File: src/rtl/bit_comparator.sv
// Registered N-bit three-way magnitude comparator (unsigned or two's-complement).
// Optional per-class result counters are enabled with BIT_COMPARATOR_STATS_EN.
module bit_comparator #(
  parameter int unsigned N      = 4,
  parameter int unsigned SIGNED = 0
) (
  input  logic         clk,
  input  logic         rst_n,
  input  logic         in_valid,
  input  logic [N-1:0] a,
  input  logic [N-1:0] b,
  output logic         out_valid,
  output logic         less,
  output logic         equal,
  output logic         greater
`ifdef BIT_COMPARATOR_STATS_EN
  ,
  input  logic         stats_clr,
  output logic [15:0]  cnt_less,
  output logic [15:0]  cnt_equal,
  output logic [15:0]  cnt_greater
`endif
);

  localparam int unsigned CW = 16;

  logic found_c;
  logic lt_c;
  logic gt_c;
  logic eq_c;

  logic out_valid_d, out_valid_q;
  logic less_d, less_q;
  logic equal_d, equal_q;
  logic greater_d, greater_q;

  // MSB-first scan; in signed mode a set sign bit makes that operand the smaller one.
  always_comb begin
    found_c = 1'b0;
    lt_c    = 1'b0;
    gt_c    = 1'b0;
    for (int i = int'(N) - 1; i >= 0; i--) begin
      if (!found_c && (a[i] != b[i])) begin
        found_c = 1'b1;
        if ((SIGNED != 0) && (i == int'(N) - 1)) begin
          lt_c = a[i];
          gt_c = b[i];
        end else begin
          lt_c = b[i];
          gt_c = a[i];
        end
      end
    end
    eq_c = !found_c;
  end

  always_comb begin
    out_valid_d = in_valid;
    less_d      = less_q;
    equal_d     = equal_q;
    greater_d   = greater_q;
    if (in_valid) begin
      less_d    = lt_c;
      equal_d   = eq_c;
      greater_d = gt_c;
    end
  end

  always_ff @(posedge clk or negedge rst_n) begin
    if (!rst_n) begin
      out_valid_q <= 1'b0;
      less_q      <= 1'b0;
      equal_q     <= 1'b0;
      greater_q   <= 1'b0;
    end else begin
      out_valid_q <= out_valid_d;
      less_q      <= less_d;
      equal_q     <= equal_d;
      greater_q   <= greater_d;
    end
  end

  assign out_valid = out_valid_q;
  assign less      = less_q;
  assign equal     = equal_q;
  assign greater   = greater_q;

`ifdef BIT_COMPARATOR_STATS_EN
  logic [CW-1:0] cnt_less_d, cnt_less_q;
  logic [CW-1:0] cnt_equal_d, cnt_equal_q;
  logic [CW-1:0] cnt_greater_d, cnt_greater_q;

  // Saturating counters; clear wins over a same-cycle increment.
  always_comb begin
    cnt_less_d    = cnt_less_q;
    cnt_equal_d   = cnt_equal_q;
    cnt_greater_d = cnt_greater_q;
    if (stats_clr) begin
      cnt_less_d    = '0;
      cnt_equal_d   = '0;
      cnt_greater_d = '0;
    end else if (in_valid) begin
      if (lt_c && (cnt_less_q != '1)) cnt_less_d = cnt_less_q + CW'(1);
      if (eq_c && (cnt_equal_q != '1)) cnt_equal_d = cnt_equal_q + CW'(1);
      if (gt_c && (cnt_greater_q != '1)) cnt_greater_d = cnt_greater_q + CW'(1);
    end
  end

  always_ff @(posedge clk or negedge rst_n) begin
    if (!rst_n) begin
      cnt_less_q    <= '0;
      cnt_equal_q   <= '0;
      cnt_greater_q <= '0;
    end else begin
      cnt_less_q    <= cnt_less_d;
      cnt_equal_q   <= cnt_equal_d;
      cnt_greater_q <= cnt_greater_d;
    end
  end

  assign cnt_less    = cnt_less_q;
  assign cnt_equal   = cnt_equal_q;
  assign cnt_greater = cnt_greater_q;
`endif

endmodule

File: config.mk
export PLATFORM = sky130hd
export DESIGN_NAME = bit_comparator
export DESIGN_NICKNAME = d
export VERILOG_FILES = /design/src/rtl/bit_comparator.sv
export SDC_FILE = /design/constraint.sdc
export NUM_CORES = 1
export LEC_CHECK = 0
export CORE_AREA = 2 2 39 41
export CTS_CLUSTER_DIAMETER = 30
export CTS_CLUSTER_SIZE = 16
export DETAILED_ROUTE_END_ITERATION = 10
export DIE_AREA = 0 0 41 43
export GPL_TIMING_DRIVEN = 0
export PLACE_DENSITY = 0.65
export SETUP_SLACK_MARGIN = 0.5
export SLEW_MARGIN = 25
export SYNTH_ARGS = -nofsm -noshare
export SYNTH_HDL_FRONTEND = slang
export SYNTH_SLANG_ARGS = --single-unit
File: constraint.sdc
create_clock -name clk -period 1.8 [get_ports clk]
set_input_delay 0.45 -clock clk [delete_from_list [all_inputs] [get_ports clk]]
set_output_delay 0.45 -clock clk [all_outputs]
set_load 0.1 [all_outputs]
==> results.yml, run 1 <==
worst_setup_path:
  path_max_fanout: 6
  required_ns: 1.94
  worstPathArrival_ns: 1.54
  timing.rr.end: "greater$_DFFE_PN0P_"
  timing.rr.start: "greater$_DFFE_PN0P_"
  rr_worst_depth: 2
  critPathLaunch: "a[3]"
  worstPathCellList: "buf_8, inv_4, ha_4, and3b_1, o32ai_2, a2bb2oi_1, o31ai_1"
  reg2reg_slack_ns: 1.05
  worst_path_max_delay_cell: "o32ai_2"
  crit_path_max_incr_delay_ns: 0.24
  cp-end-kind: "register"
  start_kind: "input pin"
  crit_type: "input pin to register"
timing:
  grt_setup_unrepaired: "true"
  maxSlewHeadroom_pct: 83.7
  fmax_ghz: 0.716
  hold_viol: 0
  skew_ns: 0
  setup_viol: 0
  period_share_pct: 77.6
  holdWs_ns: 0.414
  fin_crit_ns: 1.40
  tns_ns: 0
  maxSlewViolCount: 0
  tightest_slew_ns: 0.244
routing:
  avgRoutedWirePerCell_um: 10.8
  drtIter0Drc: 7
  drc: 0
  drt-total-wl_um: 823
  drtAntennaViolNets: 0
  first_pass_iters: 4
  num_vias: 376
  viasPerCell: 4.95
pwr:
  seq_power_share_pct: 24.5
  power.total_mw: 0.443
  pwr-share-comb_pct: 47.7
  p_switching_mw: 0.173
  pwr-share-clk_pct: 27.8
  p_per_area_nw_per_um2: 728
  intPower_mw: 0.270
  leakage_nw: 0.268
  peakVddDrop_mv: 0.183
  switching_share_pct: 39.0
placement:
  dpl_cell_area_sq_um: 527
  place_congestion: 0.629
  portBuffers: 14
  dp_hpwl_um: 652
die:
  boundaryPins: 15
  core_area_sq_um: 1380
  row_count: 14
  dieArea_sq_um: 1760
  die_w_um: 41
  start_util_pct: 25.1
  die_height_um: 43
grt:
  met3_usage_pct: 3.14
  busiest_layer: "met2"
  grt_use_met1_pct: 13.7
  antenna_found_initial: 0
  grt_max_degree: 7
  grt_overflow_total: 0
  grtUsageTotal_pct: 12.4
  use_met2_pct: 17.8
  grt_pass1_wl_um: 1410
  grt_pass1_vias: 343
run_status:
  status: "finished, final reports clean"
yosys:
  synth.net_count: 52
  synth_top_area_share_pct: 28.8
  syn_inst: 39
  avgSynthCellArea_sq_um: 8.92
  ys_types: 18
  ys_ff_latch: 4
  synth_largest_area_cell: "dfrtp_1"
  synth.yosys.warnings: 0
  syn-cell-area_sq_um: 348
  synth_area_leaders: "dfrtp_1 (29%), o32ai_2 (9.4%), xnor2_1 (7.6%)"
  ys_seq_area_share_pct: 28.8
run:
  max_cap_viol_count: 0
final_layout:
  drive_above_1_share_pct: 36.7
  final_nets: 74
  fin_area_sq_um: 609
  antenna_cells: 0
  areaGrowthSynthToFinish_pct: 75.2
clock_network:
  cts_tree: "yes"
  clock_path_buffers: 2
  cts_sinks: 4
  clk_latency_ns: 0.24
  htree_levels: 1
  numCtsBuffers: 3
  ctsHoldBuffers: 0
  clkSlewWorstSetupHoldPaths_ns: 0.04
  root_buffer: "clkbuf_4"
hold_path:
  min_path_type: "input pin to async pin"
## cells by family (layout without fill, tap and decap cells)
family | after synthesis | in the layout | share of synthesized area (%)
DFF | 4 | 4 | 28.8
AOI/OAI and AO/OA | 11 | 11 | 29.5
and+or+nand+nor | 14 | 14 | 21.6
xor gates and xnor gates | 3 | 3 | 7.56
adders and majority gates | 2 | 2 | 7.19
buffers and inverters | 5 | 26 | 5.40
## placed cells by master, fill, tap and decap left out, drive strengths merged
| master | instances |
|---|---|
| and3b | 2 |
| xnor2 | 3 |
| a31oi | 3 |
| clkdlybuf4s50 | 4 |
| o31ai | 1 |
| nor2b | 2 |
| o311ai | 1 |
| ha | 2 |
| nand4 | 1 |
| nor2 | 4 |
| dfrtp | 4 |
| clkbuf | 4 |
| a2bb2oi | 2 |
| o32ai | 2 |
| buf | 9 |
| clkdlybuf4s15 | 1 |
| o2111ai | 1 |
| dlygate4sd2 | 3 |
| nand3b | 1 |
| inv | 5 |
| o2bb2ai | 1 |
| nand3 | 1 |
| nand2 | 3 |
## layer usage
| metal | up-vias | share of wire (%) |
|---|---|---|
| met1 | 167 | 40 |
| li1 | 187 | - |
| met4 | 0 | 2.8 |
| met3 | 4 | 10 |
| met5 | - | 0 |
| met2 | 18 | 47 |
## synthesized netlist by cell type
master	n
and3b_1	2
nor2_1	4
o311ai_1	1
xnor2_1	3
dfrtp_1	4
nor2b_1	2
ha_1	2
nand3_1	1
o2111ai_1	1
a31oi_1	3
inv_1	5
nand4_1	1
a2bb2oi_1	2
nand2_1	3
nand3b_1	1
o32ai_2	2
o31ai_1	1
o2bb2ai_1	1
## final cells by class
class | count | area (sq um)
well taps | 16 | 20.0
inverters | 5 | 21.3
fillers | 132 | 774
flip-flops and latches | 4 | 104
clock buffers | 4 | 26.3
multi-input cells | 30 | 262
repair buffers | 17 | 176
## power by group through the flow
stage               Combinational [mW]  Sequential [mW]  Clock, mW
detailed placement               0.192            0.107          0
finish                           0.211            0.109      0.123
CTS                              0.199            0.107      0.128
global placement                 0.190            0.107          0
floorplan                       0.0594            0.177          0
global route                     0.226            0.110      0.135
## stage by stage
stage,cells,worst slack (ns),utilization (%)
finish,76,0.403,44.0
global route,76,0.332,44.0
CTS,76,0.389,41.3
detailed placement,69,-0.346,38.1
global placement,69,-0.340,38.1
floorplan,39,0.299,-
## critical path, delay by kind of cell
family,cells,cell delay (ns)
compound gates,3,0.56
fa+ha+maj,1,0.21
buf+inv,2,0.15
simple gates,1,0.17
## sequential cells by signal, indices dropped and copies added, names as in the netlist
signal and flops:
less 1, equal 1, out_valid 1, greater 1
## worst max path at each step
stage                        to  slack (ns)  cells past startpoint
6_report       less$_DFFE_PN0P_        0.40                      7
4_1_cts        less$_DFFE_PN0P_        0.39                      7
5_1_grt        less$_DFFE_PN0P_        0.33                      7
3_5_place_dp   less$_DFFE_PN0P_       -0.35                      7
3_3_place_gp   less$_DFFE_PN0P_       -0.34                      7
2_1_floorplan  less$_DFFE_PN0P_        0.30                      5
## repair_timing
item | in CTS | in global routing
setup buffers | 3 | 0
endpoints found under the setup margin | 7 | 5
hold endpoints to repair | 0 | 0
gates resized for setup | 42 | 8
pin swaps | 6 | 4
No activity file was read; power rests on OpenSTA's default activity.
==> run 2, diff against run 1 <==
Settings changed: PLACE_DENSITY 0.65 to 0.67.
Clock period 1.8 ns to 1.2 ns, I/O delays scaled along.
==> run 2 against run 1 <==
The run now ends with setup timing left. Cell count unchanged. Global-route usage shrank 1.6 points. Non-clock buffer count is the same. Sequential share of layout area shrank 0.28 points. Setup slack got worse by 0.46 ns. Clock-buffer cell count is the same. Final area is 9.0% higher.
==> results.yml, run 2 (synthesis results as in run 1) <==
run_status:
  status: "finished, violations left"
  violations: "setup timing"
worst_setup_path:
  required_ns: 1.34
  crit_family: "compound AO/OA/AOI/OAI gates"
  worstPathArrival_ns: 1.40
  path_max_fanout: 5
  timing.rr.start: "greater$_DFFE_PN0P_"
  worstPathCellList: "buf_8, inv_4, ha_4, and3b_1, o32ai_2, a31oi_1, o31ai_1"
  worst_path_max_delay_cell: "o32ai_2"
  crit_type: "input pin to register"
  cp-end-kind: "register"
  reg2reg_slack_ns: 0.36
  critPathLaunch: "a[3]"
  crit_path_max_incr_delay_ns: 0.24
  crit_buf_inv: 2
  start_kind: "input pin"
timing:
  tightest_slew_ns: 0.246
  maxSlewViolCount: 0
  maxSlewHeadroom_pct: 83.6
  fin_crit_ns: 1.26
  setup_ws_ns: -0.0594
  period_share_pct: 105
  grt_setup_unrepaired: "true"
  fmax_ghz: 0.794
  hold_viol: 0
  holdWs_ns: 0.264
  setup_viol: 2
  skew_ns: 0
routing:
  viasPerCell: 4.96
  avgRoutedWirePerCell_um: 11.3
  drt-total-wl_um: 860
  drtAntennaViolNets: 0
  drtIter0Drc: 0
  num_vias: 377
  first_pass_iters: 1
  drc: 0
pwr:
  peakVddDrop_mv: 0.351
  leakage_nw: 0.286
  p_per_area_nw_per_um2: 1070
clock_network:
  root_buffer: "clkbuf_4"
  cts_tree: "yes"
  cts_sinks: 4
  numCtsBuffers: 3
  htree_levels: 1
  ctsHoldBuffers: 0
  clk_latency_ns: 0.24
  clock_path_buffers: 2
  clkSlewWorstSetupHoldPaths_ns: 0.04
final_layout:
  final_nets: 74
  most-common-layout-cells: "inv_1 (4), nor2_1 (4), buf_12 (4)"
  stdcell_count: 76
  areaGrowthSynthToFinish_pct: 91.0
  drive_above_1_share_pct: 45.0
  fillers: 141
  antenna_cells: 0
  fin_area_sq_um: 664
placement:
  dpl_cell_area_sq_um: 534
  portBuffers: 14
  place_congestion: 0.676
  place_ws_ns: -0.794
  post-place-cells: 69
die:
  dieArea_sq_um: 1760
  die_height_um: 43
  core_area_sq_um: 1380
  start_util_pct: 25.1
  row_count: 14
  die_w_um: 41
  boundaryPins: 15
hold_path:
  min_path_type: "input pin to async pin"
grt:
  grt_pass1_vias: 321
  grt_pass1_wl_um: 1280
  grt_max_degree: 6
  grt_overflow_total: 0
  grtUsageTotal_pct: 10.8
  antenna_found_initial: 0
run:
  max_cap_viol_count: 0
## run 2: changes by cell type in the layout (fill, tap and decap cells not counted), sizes merged
cell           before  now
clkbuf              4    6
clkdlybuf4s50       4    1
buf                 9   10
## run 2: what timing repair did
action                                  in CTS  in global routing
setup buffers                                2                  1
gates resized for setup                     63                 10
endpoints found under the setup margin       7                  7
endpoints found under the hold margin        0                  0
pin swaps                                    7                  3
## run 2: layer usage
| metal | part of all wire [%] | routed length (um) | global-route usage (%) | vias up |
|---|---|---|---|---|
| met4 | 1.6 | 14 | 10.0 | 0 |
| met1 | 39 | 337 | 13.2 | 170 |
| met5 | 0 | 0 | 0 | - |
| met3 | 8.4 | 72 | 1.57 | 2 |
| li1 | - | - | - | 188 |
| met2 | 51 | 435 | 15.3 | 17 |
## run 2: final cells by class
class                      instances  area [sq um]  share of cell area (%)
inverter                           5          21.3                    3.20
clock buffer                       4          26.3                    3.95
timing repair buffer              17           199                    29.9
multi-input combinational         30           287                    43.1
sequential                         4           111                    16.8
tap                               16          20.0                    3.01
## run 2: worst register-to-register path: cells and delay by family, from the launching register on
family / cells / cell delay [ns]
AOI/OAI and AO/OA: 2 / 0.23
DFF: 1 / 0.48
## run 2: stage by stage
| stage | total power, mW | TNS [ns] | util [%] |
|---|---|---|---|
| 6_report | 0.711 | -0.0876 | 48.0 |
| 5_1_grt | 0.751 | -0.219 | 48.0 |
| 4_1_cts | 0.697 | -0.0862 | 46.1 |
| 3_5_place_dp | 0.453 | -4.29 | 38.6 |
| 3_3_place_gp | 0.450 | -4.26 | 38.6 |
| 2_1_floorplan | 0.361 | -0.264 | - |
## run 2: final timing paths
kind | endpoint | cells after the start
max reg2reg | greater$_DFFE_PN0P_ | 2
max in group asynchronous | equal$_DFFE_PN0P_ | 1
max | less$_DFFE_PN0P_ | 7
min reg2reg | equal$_DFFE_PN0P_ | 1
min | greater$_DFFE_PN0P_ | 1
min in group clk | out_valid$_DFF_PN0_ | 1
## run 2: power by group
part / leakage, nW / switching (mW) / internal (mW) / total, mW
Clock: 0.0150 / 0.0611 / 0.125 / 0.186
Sequential: 0.0470 / 0.0146 / 0.156 / 0.171
Combinational: 0.224 / 0.198 / 0.156 / 0.353
Total: 0.286 / 0.273 / 0.437 / 0.711
==> run 3, diff against run 2 <==
Settings changed: SKIP_CTS_REPAIR_TIMING from default to 1, SKIP_LAST_GASP from default to 1.
==> run 3 against run 2 <==
The flow still finishes with violations (setup timing). Clock-buffer cell count unchanged. Flip-flop and latch count unchanged. Critical endpoint is now greater$_DFFE_PN0P_. Largest cell class unchanged. Maximum frequency down 3.9%. Die area unchanged. Clock skew unchanged. Routed wire length up 5.5%. Final area up 0.57%. Total power down 0.82%. Global-route usage down 0.32 points. First-iteration DRC count up 2. Sequential share of layout area down 0.094 points.
==> results.yml, run 3 (synthesis results as in run 1) <==
routing:
  num_vias: 384
  drc: 0
  first_pass_iters: 2
  drtIter0Drc: 2
  viasPerCell: 5.05
  drt-total-wl_um: 907
  avgRoutedWirePerCell_um: 11.9
  drtAntennaViolNets: 0
worst_setup_path:
  crit_type: "input pin to register"
  path_max_fanout: 4
  rr_worst_depth: 2
  timing.rr.start: "greater$_DFFE_PN0P_"
  reg2reg_slack_ns: 0.36
  start_kind: "input pin"
  timing.rr.end: "greater$_DFFE_PN0P_"
  worst_path_max_delay_cell: "o32ai_2"
  worstPathArrival_ns: 1.45
  required_ns: 1.34
  cp-end-kind: "register"
  crit_path_max_incr_delay_ns: 0.28
  worstPathCellList: "buf_8, inv_4, ha_4, and3b_1, o32ai_2, nand2_1, o311ai_1"
clock_network:
  root_buffer: "clkbuf_4"
  clkSlewWorstSetupHoldPaths_ns: 0.04
  clk_latency_ns: 0.24
  cts_sinks: 4
  htree_levels: 1
  numCtsBuffers: 3
  clock_path_buffers: 2
  cts_tree: "yes"
grt:
  grt_overflow_total: 0
  use_met2_pct: 14.1
  grtUsageTotal_pct: 10.5
  grt_pass1_wl_um: 1240
  grt_use_met1_pct: 13.4
  grt_max_degree: 9
  grt_pass1_vias: 313
  busiest_layer: "met2"
  met3_usage_pct: 1.57
  antenna_found_initial: 0
timing:
  fmax_ghz: 0.763
  tightest_slew_ns: 0.302
  setup_ws_ns: -0.110
  skew_ns: 0
  setup_viol: 3
  period_share_pct: 109
  maxSlewViolCount: 0
  maxSlewHeadroom_pct: 80.0
  fin_crit_ns: 1.31
  grt_setup_unrepaired: "true"
  hold_viol: 0
final_layout:
  antenna_cells: 0
  most-common-layout-cells: "dlymetal6s2s_1 (7), inv_1 (4), nor2_1 (4), clkbuf_4 (4)"
  areaGrowthSynthToFinish_pct: 92.1
  final_common_cell: "dlymetal6s2s_1"
  drive_above_1_share_pct: 40.0
  final_nets: 74
  final_util_pct: 48.3
hold_path:
  min_path_type: "input pin to async pin"
die:
  die_height_um: 43
  start_util_pct: 25.1
  row_count: 14
  die_w_um: 41
  dieArea_sq_um: 1760
  core_area_sq_um: 1380
  boundaryPins: 15
placement:
  portBuffers: 14
  place_congestion: 0.676
pwr:
  p_per_area_nw_per_um2: 1050
  peakVddDrop_mv: 0.343
  power.total_mw: 0.705
  leakage_nw: 0.336
run_status:
  violations: "setup timing"
  status: "finished, violations left"
run:
  max_cap_viol_count: 0
==> run 3: changes by cell type in the layout (fill, tap and decap cells not counted) <==
cell	previous run	this run
dlygate4sd2_1	3	0
clkbuf_4	3	4
xnor2_4	1	0
a31oi_2	0	1
a31oi_1	3	2
buf_6	3	0
clkdlybuf4s15_2	1	0
buf_4	1	3
dlymetal6s2s_1	0	7
buf_2	1	0
buf_12	4	3
xnor2_2	1	2
clkbuf_2	2	1
==> run 3: where the power goes <==
| group | internal (mW) | total [mW] | leakage (nW) | switching (mW) |
|---|---|---|---|---|
| clock network | 0.125 | 0.188 | 0.0150 | 0.0624 |
| registers | 0.156 | 0.170 | 0.0470 | 0.0138 |
| logic | 0.149 | 0.347 | 0.274 | 0.198 |
==> run 3: layout make-up <==
class / count / area (sq um)
fillers: 137 / 716
multi-input cells: 30 / 282
repair buffers: 17 / 208
flip-flops and latches: 4 / 111
clock buffers: 4 / 26.3
inverters: 5 / 21.3
well taps: 16 / 20.0
==> run 3: critical path: cells and delay by family <==
| family | cells | cell delay, ns |
|---|---|---|
| and+or+nand+nor | 2 | 0.27 |
| adders and majority gates | 1 | 0.20 |
| AOI/OAI and AO/OA | 2 | 0.53 |
| buffers and inverters | 2 | 0.15 |
==> run 3: how the worst max path moves through the flow <==
stage                       from                   to  cells past startpoint
4_1_cts        equal$_DFFE_PN0P_                equal                      1
3_3_place_gp                a[3]     less$_DFFE_PN0P_                      7
2_1_floorplan               b[3]     less$_DFFE_PN0P_                      5
3_5_place_dp                a[3]     less$_DFFE_PN0P_                      7
6_report                    a[3]  greater$_DFFE_PN0P_                      7
5_1_grt                     a[3]  greater$_DFFE_PN0P_                      7
==> run 3: layer usage <==
layer	vias to the layer above	part of all wire, %
met3	2	7.9
met5	-	0
li1	188	-
met1	177	37
met4	0	1.5
met2	17	53
==> run 3: stage by stage <==
stage	setup slack (ns)	hold slack (ns)	instance area [sq um]	setup TNS (ns)	cells
2_1_floorplan	-0.151	0.00441	374	-0.264	39
3_3_place_gp	-0.791	0.473	534	-4.26	69
3_5_place_dp	-0.794	0.473	534	-4.29	69
4_1_cts	-0.867	0.269	561	-4.58	73
5_1_grt	-0.172	0.282	668	-0.385	76
6_report	-0.110	0.264	668	-0.245	76
